## src/rtl/n64_pkg.sv

```systemverilog
// Shared constants, timing multipliers and FSM state type for the N64 controller responder.
// N64_RESET_CMD_EN: when defined, command 0xFF is answered like the identity command.
package n64_pkg;

    localparam logic [7:0] CMD_IDENTITY = 8'h00;
    localparam logic [7:0] CMD_POLL     = 8'h01;
    localparam logic [7:0] CMD_RESET    = 8'hFF;

    localparam logic [7:0]  ID_BYTE0 = 8'h05;
    localparam logic [7:0]  ID_BYTE1 = 8'h00;
    localparam logic [7:0]  ID_BYTE2 = 8'h02;
    localparam logic [23:0] ID_REPLY = {ID_BYTE0, ID_BYTE1, ID_BYTE2};

    localparam int unsigned T_1US    = 1;
    localparam int unsigned T_2US    = 2;
    localparam int unsigned T_3US    = 3;
    localparam int unsigned T_BIT_US = 4;

    localparam logic [5:0] ID_BITS   = 6'd24;
    localparam logic [5:0] POLL_BITS = 6'd32;

    typedef enum logic [2:0] {
        IDLE,
        RX_BITS,
        RX_STOP,
        TURNAROUND,
        TX,
        TX_STOP
    } state_t;

    function automatic logic is_identity_cmd(input logic [7:0] cmd);
`ifdef N64_RESET_CMD_EN
        return (cmd == CMD_IDENTITY) || (cmd == CMD_RESET);
`else
        return cmd == CMD_IDENTITY;
`endif
    endfunction

endpackage

```

## src/rtl/n64_controller_responder_if.sv

```systemverilog
// Line and host-side signals of the responder; slave = responder, master = line/host side.
// Pure wiring: no latency, no backpressure.
interface n64_controller_responder_if;
    logic        n64d_in;
    logic        n64d_oe;
    logic [31:0] button_data;
    logic [7:0]  cmd_byte;
    logic        cmd_valid;
    logic        tx_busy;

    modport slave (
        input  n64d_in,
        input  button_data,
        output n64d_oe,
        output cmd_byte,
        output cmd_valid,
        output tx_busy
    );

    modport master (
        output n64d_in,
        output button_data,
        input  n64d_oe,
        input  cmd_byte,
        input  cmd_valid,
        input  tx_busy
    );
endinterface

```

## src/rtl/n64_bit_tx.sv

```systemverilog
// One N64 bit cell (4 us) or stop pulse (2 us low); oe rises the edge after start.
// No backpressure: a start while busy restarts the cell; done marks the last cycle.
module n64_bit_tx
    import n64_pkg::*;
#(
    parameter int unsigned CYCLES_PER_US = 50
) (
    input  logic sys_clk,
    input  logic sys_rst,
    input  logic start,
    input  logic bit_val,
    input  logic stop_mode,
    output logic oe,
    output logic done
);
    localparam int unsigned CW = 16;
    localparam logic [CW-1:0] LOW_1    = CW'(T_1US * CYCLES_PER_US);
    localparam logic [CW-1:0] LOW_2    = CW'(T_2US * CYCLES_PER_US);
    localparam logic [CW-1:0] LOW_3    = CW'(T_3US * CYCLES_PER_US);
    localparam logic [CW-1:0] BIT_LAST = CW'(T_BIT_US * CYCLES_PER_US - 1);

    logic [CW-1:0] cnt;
    logic [CW-1:0] low_len;
    logic [CW-1:0] low_len_nxt;
    logic          active;
    logic          is_stop;

    always_comb begin
        low_len_nxt = bit_val ? LOW_1 : LOW_3;
        if (stop_mode) begin
            low_len_nxt = LOW_2;
        end
    end

    // The stop pulse ends on its release cycle; data cells run the full bit time.
    assign done = active && (cnt == (is_stop ? (low_len - 1'b1) : BIT_LAST));

    always_ff @(posedge sys_clk) begin
        if (sys_rst) begin
            active  <= 1'b0;
            oe      <= 1'b0;
            cnt     <= '0;
            low_len <= '0;
            is_stop <= 1'b0;
        end else if (start) begin
            active  <= 1'b1;
            oe      <= 1'b1;
            cnt     <= '0;
            low_len <= low_len_nxt;
            is_stop <= stop_mode;
        end else if (active) begin
            cnt <= cnt + 1'b1;
            if (cnt == low_len - 1'b1) begin
                oe <= 1'b0;
            end
            if (done) begin
                active <= 1'b0;
            end
        end
    end

endmodule

```

## src/rtl/n64_controller_responder.sv

```systemverilog
// N64 controller emulation: decodes console command bytes, answers identity/poll (N64_RESET_CMD_EN adds 0xFF).
// Input decode lags the line by 3 cycles; line timing is fixed, so there is no backpressure.
module n64_controller_responder
    import n64_pkg::*;
#(
    parameter int unsigned CYCLES_PER_US   = 50,
    parameter int unsigned IDLE_TIMEOUT_US = 5
) (
    input logic                       sys_clk,
    input logic                       sys_rst,
    n64_controller_responder_if.slave bus
);
    localparam int unsigned CW       = 16;
    localparam int unsigned SYNC_LAT = 3;
    // Sample/turnaround counts are shortened by the synchronizer + edge-detect lag so
    // they land 2 us after the real line edge.
    localparam logic [CW-1:0] SAMPLE_AT    = CW'(T_2US * CYCLES_PER_US - SYNC_LAT);
    localparam logic [CW-1:0] TURN_LAST    = CW'(T_2US * CYCLES_PER_US - SYNC_LAT - 1);
    localparam logic [CW-1:0] TIMEOUT_LAST = CW'(IDLE_TIMEOUT_US * CYCLES_PER_US - 1);

    state_t        state, state_nxt;
    logic          sync1, sync2, sync_prev;
    logic          fall, rise, rx_gate, rx_active, timeout;
    logic [CW-1:0] cnt, high_cnt;
    logic          bit_phase;
    logic [2:0]    rx_cnt;
    logic [7:0]    rx_sr;
    logic          stop_seen;
    logic [7:0]    cmd_byte_q;
    logic          cmd_valid_q;
    logic [31:0]   tx_sr;
    logic [5:0]    tx_left;
    logic [31:0]   reply_word;
    logic [5:0]    reply_len;
    logic          supported;

    logic tx_start, tx_bit, tx_stop_mode, tx_done, tx_oe;
    logic load_reply, shift_reply;
    logic rx_enter, rx_arm, rx_sample, stop_fall, cmd_commit;

    assign rx_gate   = (state != TX) && (state != TX_STOP);
    assign fall      = rx_gate && sync_prev && !sync2;
    assign rise      = rx_gate && !sync_prev && sync2;
    assign rx_active = (state == RX_BITS) || (state == RX_STOP);
    assign timeout   = sync2 && (high_cnt >= TIMEOUT_LAST);
    assign supported = is_identity_cmd(cmd_byte_q) || (cmd_byte_q == CMD_POLL);

    always_comb begin
        if (cmd_byte_q == CMD_POLL) begin
            reply_word = bus.button_data;
            reply_len  = POLL_BITS;
        end else begin
            reply_word = {ID_REPLY, 8'h00};
            reply_len  = ID_BITS;
        end
    end

    always_ff @(posedge sys_clk) begin
        if (sys_rst) begin
            state <= IDLE;
        end else begin
            state <= state_nxt;
        end
    end

    always_comb begin
        state_nxt    = state;
        tx_start     = 1'b0;
        tx_bit       = 1'b0;
        tx_stop_mode = 1'b0;
        load_reply   = 1'b0;
        shift_reply  = 1'b0;
        rx_enter     = 1'b0;
        rx_arm       = 1'b0;
        rx_sample    = 1'b0;
        stop_fall    = 1'b0;
        cmd_commit   = 1'b0;
        case (state)
            IDLE: begin
                if (fall) begin
                    rx_enter  = 1'b1;
                    state_nxt = RX_BITS;
                end
            end
            RX_BITS: begin
                if (timeout) begin
                    state_nxt = IDLE;
                end else if (bit_phase && (cnt == SAMPLE_AT)) begin
                    rx_sample = 1'b1;
                    if (rx_cnt == 3'd7) begin
                        state_nxt = RX_STOP;
                    end
                end else if (!bit_phase && fall) begin
                    rx_arm = 1'b1;
                end
            end
            RX_STOP: begin
                if (timeout) begin
                    state_nxt = IDLE;
                end else if (stop_seen && rise) begin
                    cmd_commit = 1'b1;
                    state_nxt  = TURNAROUND;
                end else if (fall) begin
                    stop_fall = 1'b1;
                end
            end
            TURNAROUND: begin
                if (cnt == TURN_LAST) begin
                    if (supported) begin
                        load_reply = 1'b1;
                        tx_start   = 1'b1;
                        tx_bit     = reply_word[31];
                        state_nxt  = TX;
                    end else begin
                        state_nxt = IDLE;
                    end
                end
            end
            TX: begin
                if (tx_done) begin
                    tx_start = 1'b1;
                    if (tx_left > 6'd1) begin
                        shift_reply = 1'b1;
                        tx_bit      = tx_sr[31];
                    end else begin
                        tx_stop_mode = 1'b1;
                        state_nxt    = TX_STOP;
                    end
                end
            end
            TX_STOP: begin
                if (tx_done) begin
                    state_nxt = IDLE;
                end
            end
            default: state_nxt = IDLE;
        endcase
    end

    // Synchronizers reset high (idle line) so reset never fabricates a falling edge.
    always_ff @(posedge sys_clk) begin
        if (sys_rst) begin
            sync1       <= 1'b1;
            sync2       <= 1'b1;
            sync_prev   <= 1'b1;
            cnt         <= '0;
            high_cnt    <= '0;
            bit_phase   <= 1'b0;
            rx_cnt      <= '0;
            rx_sr       <= '0;
            stop_seen   <= 1'b0;
            cmd_byte_q  <= '0;
            cmd_valid_q <= 1'b0;
            tx_sr       <= '0;
            tx_left     <= '0;
        end else begin
            sync1       <= bus.n64d_in;
            sync2       <= sync1;
            sync_prev   <= sync2;
            cmd_valid_q <= cmd_commit;

            if (rx_active && sync2) begin
                if (high_cnt != '1) high_cnt <= high_cnt + 1'b1;
            end else begin
                high_cnt <= '0;
            end

            if (rx_enter || rx_arm || cmd_commit) begin
                cnt <= '0;
            end else if (cnt != '1) begin
                cnt <= cnt + 1'b1;
            end

            if (rx_enter || rx_arm) begin
                bit_phase <= 1'b1;
            end else if (rx_sample) begin
                bit_phase <= 1'b0;
            end

            if (rx_enter) begin
                rx_cnt <= '0;
            end else if (rx_sample) begin
                rx_cnt <= rx_cnt + 1'b1;
            end

            if (rx_sample) begin
                rx_sr <= {rx_sr[6:0], sync2};
            end

            if (rx_enter || cmd_commit) begin
                stop_seen <= 1'b0;
            end else if (stop_fall) begin
                stop_seen <= 1'b1;
            end

            if (cmd_commit) begin
                cmd_byte_q <= rx_sr;
            end

            // tx_sr holds the bits still to send after the one in flight, MSB next.
            if (load_reply) begin
                tx_sr   <= reply_word << 1;
                tx_left <= reply_len;
            end else if (shift_reply) begin
                tx_sr   <= tx_sr << 1;
                tx_left <= tx_left - 1'b1;
            end
        end
    end

    n64_bit_tx #(
        .CYCLES_PER_US(CYCLES_PER_US)
    ) u_bit_tx (
        .sys_clk  (sys_clk),
        .sys_rst  (sys_rst),
        .start    (tx_start),
        .bit_val  (tx_bit),
        .stop_mode(tx_stop_mode),
        .oe       (tx_oe),
        .done     (tx_done)
    );

    assign bus.n64d_oe   = tx_oe;
    assign bus.cmd_byte  = cmd_byte_q;
    assign bus.cmd_valid = cmd_valid_q;
    assign bus.tx_busy   = (state == TX) || (state == TX_STOP);

endmodule
```

## src/flat_wrapper.sv

```systemverilog
// flat-port wrapper written by rule: the top's interface ports become plain ports
module n64_controller_responder_flat import n64_pkg::*;
#(
    parameter int unsigned CYCLES_PER_US   = 50,
    parameter int unsigned IDLE_TIMEOUT_US = 5
)
  (sys_clk, sys_rst, bus_n64d_in, bus_button_data, bus_n64d_oe, bus_cmd_byte, bus_cmd_valid, bus_tx_busy);
  n64_controller_responder_if bus_i ();
  input logic sys_clk;
  input logic sys_rst;
  input wire logic [$bits(bus_i.n64d_in)-1:0] bus_n64d_in;
  input wire logic [$bits(bus_i.button_data)-1:0] bus_button_data;
  output wire logic [$bits(bus_i.n64d_oe)-1:0] bus_n64d_oe;
  output wire logic [$bits(bus_i.cmd_byte)-1:0] bus_cmd_byte;
  output wire logic [$bits(bus_i.cmd_valid)-1:0] bus_cmd_valid;
  output wire logic [$bits(bus_i.tx_busy)-1:0] bus_tx_busy;
  assign bus_i.n64d_in = bus_n64d_in;
  assign bus_i.button_data = bus_button_data;
  assign bus_n64d_oe = bus_i.n64d_oe;
  assign bus_cmd_byte = bus_i.cmd_byte;
  assign bus_cmd_valid = bus_i.cmd_valid;
  assign bus_tx_busy = bus_i.tx_busy;
  n64_controller_responder #(.CYCLES_PER_US(CYCLES_PER_US), .IDLE_TIMEOUT_US(IDLE_TIMEOUT_US)) u_core (.sys_clk(sys_clk), .sys_rst(sys_rst), .bus(bus_i));
endmodule
```

## config.mk

```make
export PLATFORM = sky130hd
export DESIGN_NAME = n64_controller_responder_flat
export DESIGN_NICKNAME = d
export VERILOG_FILES = /design/src/rtl/n64_pkg.sv /design/src/rtl/n64_controller_responder_if.sv /design/src/rtl/n64_bit_tx.sv /design/src/rtl/n64_controller_responder.sv /design/src/flat_wrapper.sv
export SDC_FILE = /design/constraint.sdc
export NUM_CORES = 1
export LEC_CHECK = 0
export CAP_MARGIN = 20
export CORE_AREA = 5 5 121 123
export CTS_BUF_LIST = sky130_fd_sc_hd__clkbuf_4
export CTS_CLUSTER_SIZE = 8
export DETAILED_ROUTE_END_ITERATION = 6
export DIE_AREA = 0 0 126 128
export HOLD_SLACK_MARGIN = 0.12
export PLACE_DENSITY_LB_ADDON = 0.1
export SLEW_MARGIN = 40
export SYNTH_ARGS = -nofsm -noshare
export SYNTH_HDL_FRONTEND = slang
export SYNTH_SLANG_ARGS = --single-unit
export TNS_END_PERCENT = 30
```

## constraint.sdc

```tcl
create_clock -name sys_clk -period 3.55 [get_ports sys_clk]
set_input_delay 0.71 -clock sys_clk [delete_from_list [all_inputs] [get_ports sys_clk]]
set_output_delay 0.71 -clock sys_clk [all_outputs]
set_load 0.05 [all_outputs]
```

==> metrics.md <==
| Metric | Value |
|---|---|
| TritonCTS clock tree | `built` |
| First-pass GRT wire length | `between 20000 and 25000 um` |
| Tightest Pin Transition | `between 0.7 and 0.8 ns` |
| Clock Skew | `0.0205 ns` |
| Later-pin clock latency in the skew report | `0.54 ns` |
| Area leader, netlist | `dfxtp_1` |
| Core area | `about 0.014 sq mm` |
| Worst reg2reg path depth | `12` |
| Status | `finished clean` |
| Antenna Violating Nets Remaining | `0` |
| Max H-tree Level | `4` |
| Final nets | `around 750` |
| Ant diodes | `0` |
| Placed cell areas | `0.00643 sq mm` |
| Port Buffers | `45` |
| RD Place Congestion | `about 0.8` |
| Clock buffer count from CTS | `17` |
| Final Hold Violating Endpoints | `0` |
| Seq/Total Area, Yosys | `0.410` |
| Number of synthesized flops with an enable pin | `0` |
| Syn. warnings | `0` |
| RSZ-0062 raised after global routing | `no` |
| Die Ht | `approximately 130 um` |
| Avg WL per Cell | `14.3 um` |
| Initial antenna violation count | `0` |
| Drt drc | `0` |
| Multi-input logic area | `0.00323 sq mm` |
| Final cell utilization of the core | `0.495` |
| R2r setup slk | `0.38 ns` |
| Worst hold path endpoint | `u_core.sync2$_SDFF_PP1_` |
| Worst R2R End | `u_core.tx_sr[29]$_SDFFE_PP0P_` |
| P&R area growth vs syn | `14.4%` |
| Asr flop ratio synth | `0` |
| Cell Rows | `43` |
| Peak VDD IR | `~0.00023 V` |
| Crit path launch | `u_core.u_bit_tx.low_len[4]$_SDFFE_PP0P_` |
| Die Width | `126 um` |
| Period utilization | `0.894` |
| Postcts setup bufs | `0` |
| Leak | `2.36 nW` |
| Max_cap viols | `0` |
| Post-cts hold buffer count | `0` |
| Maximum clock frequency | `315 MHz` |
| CP startpoint kind | `flop` |
| Hold path depth | `1` |
| Cell variety after synth | `63` |
| Share of cells above drive strength 1 | `0.0952` |
| Origin of the critical flop-to-flop path | `u_core.u_bit_tx.low_len[4]$_SDFFE_PP0P_` |
| Post-DR vias/cell | `5.38` |
| Most instantiated cells after synthesis | `120 x dfxtp_1, 118 x nor2_1, 51 x nand2_1` |
| Via count | `4813` |
| Final Cell Area | `roughly 0.0067 sq mm` |
| Placed cells | `about 860` |
| CTS root buf | `clkbuf_4` |
| Synth top area share | `0.410` |
| Mapped Nets | `720` |
| Cell Area, Synth | `0.00587 sq mm` |
| Top_reg_cell synth | `dfxtp_1` |
| DIE AREA | `0.0161 sq mm` |
| Setup CP Type | `reg -> reg` |
| CTS clk-pin slew, worst paths | `0.10 ns` |
| Detailed placement HPWL | `8740 um` |
| Initial Utilization | `0.433` |
| #FFs+latches synth | `120` |
| # IOs | `46` |
| Final Instance Count excl. Fillers | `894` |
| Most frequent cell after synthesis | `dfxtp_1` |
| Fill count | `around 1.4k` |
| Mapped Avg Cell Area | `between 8 and 9 sq um` |
| Global-route usage over all layers | `0.166` |
| Drt pass-1 iters | `4` |
| CP max FO | `56` |
| CTS resizes | `0` |
| Final hold slack | `approximately 0.42 ns` |
| Sequential Area | `0.00240 sq mm` |
| CP Data Arrival Time | `~3.6 ns` |
| Final worst slack | `0.377 ns` |
| Critical Path Sink Type | `flop` |
| Detailed Route WL | `12800 um` |
| Hold_sp | `u_core.sync1$_SDFF_PP1_` |
| Slew Limit Fails | `0` |
| CTS Sinks | `120` |
| Max-Slew Margin vs Limit | `0.502` |
| Pre-CTS WS | `slightly above 0.4 ns` |
| Vias in the first global route | `4742` |
| TNS Setup | `0 ns` |
| Tot Pwr | `~2.6 mW` |
| Largest net degree at the start of global routing | `60` |
| Synth top area cells | `dfxtp_1 41%, nor2_1 7.6%, a311oi_2 5.1%` |
| Hold Path Class | `reg -> reg` |
| Final setup fails | `0` |
| Critical Path RT | `3.99 ns` |
| Minimum clock period | `3.17 ns` |
| Clock Path Buffers | `2` |
| GR Overflow Total | `0` |
| Initial DRC count | `347` |
| Cell count after synthesis | `670` |
| PwrDens | `390 mW/mm^2` |
routing by layer:
| layer | global-route usage | up-vias | part of all wire | wire, um |
|---|---|---|---|---|
| met5 | 0 | - | 0 | 0 |
| met3 | 0.0467 | 26 | 0.045 | 572 |
| met1 | 0.221 | 2271 | 0.48 | 6110 |
| li1 | - | 2432 | - | - |
| met4 | 0.0599 | 0 | 0.019 | 246 |
| met2 | 0.258 | 84 | 0.46 | 5830 |
registers in the layout, indices dropped and copies added, names as in the netlist, 3 cells and up:
signal / cells
u_core.cnt: 16
u_core.u_bit_tx.low_len: 5
u_core.state: 3
u_core.bus.cmd_byte: 8
u_core.rx_cnt: 3
u_core.rx_sr: 8
u_core.tx_sr: 31
u_core.u_bit_tx.cnt: 16
u_core.tx_left: 6
u_core.high_cnt: 16
critical path, stage by stage (launching register included):
cell      delay [ns]
dfxtp_1         0.44
inv_1           0.11
ha_1            0.23
nand2b_1        0.12
nor3_1          0.06
ha_1            0.33
a311o_1         0.40
nor4_4          0.37
o211ai_4        0.18
o21ai_4         0.20
buf_12          0.28
nor2_1          0.09
a311oi_2        0.25
placed cells by master (no fill, tap or decap), drive strengths merged, types with 3 or more instances in the layout:
master	instances
dfxtp	120
nor2	119
nand2	51
nand3	50
clkdlybuf4s50	44
xor2	32
a311oi	27
mux2i	25
and3	21
xnor2	19
clkbuf	19
a21oi	17
inv	16
nand4	16
ha	15
nor4	12
o21ai	9
buf	9
clkinv	9
nor3	8
a211oi	8
nand2b	6
and2	5
or2	4
or4	4
o22ai	4
a31oi	3
o21a	3
or3	3
bufinv	3
o211ai	3
worst max-delay path by stage:
stage                                     to  depth (start not counted)  slack [ns]
6_report       u_core.tx_sr[29]$_SDFFE_PP0P_                         12        0.38
4_1_cts         u_core.tx_sr[7]$_SDFFE_PP0P_                         12        0.39
3_3_place_gp   u_core.tx_sr[30]$_SDFFE_PP0P_                         12        0.53
5_1_grt         u_core.tx_sr[4]$_SDFFE_PP0P_                         12         0.1
3_5_place_dp   u_core.tx_sr[15]$_SDFFE_PP0P_                         12        0.42
2_1_floorplan  u_core.tx_sr[11]$_SDFFE_PP0P_                         13        0.71
power breakdown:
| part | total (mW) | leakage [nW] | internal (mW) | switching [mW] |
|---|---|---|---|---|
| Combinational | 0.227 | 1.23 | 0.105 | 0.121 |
| Clock | 0.983 | 0.156 | 0.487 | 0.497 |
| Sequential | 1.40 | 0.968 | 1.36 | 0.0398 |
| Total | 2.61 | 2.36 | 1.96 | 0.658 |
layout make-up:
class | count | area share
Multi-Input combinational cell | 494 | 0.481
Timing Repair Buffer | 53 | 0.0772
Clock inverter | 12 | 0.0199
Clock buffer | 19 | 0.0213
Tap cell | 180 | 0.0336
Sequential cell | 120 | 0.358
Inverter | 16 | 0.00895
cells by family after synthesis:
logic type	share of synthesized area
and+or+nand+nor	0.259
adders and majority gates	0.0320
DFF	0.410
xor gates and xnor gates	0.0762
buffers and inverters	0.0422
AOI/OAI and AO/OA	0.138
muxes	0.0427
Power figures use the tool's default switching activity.
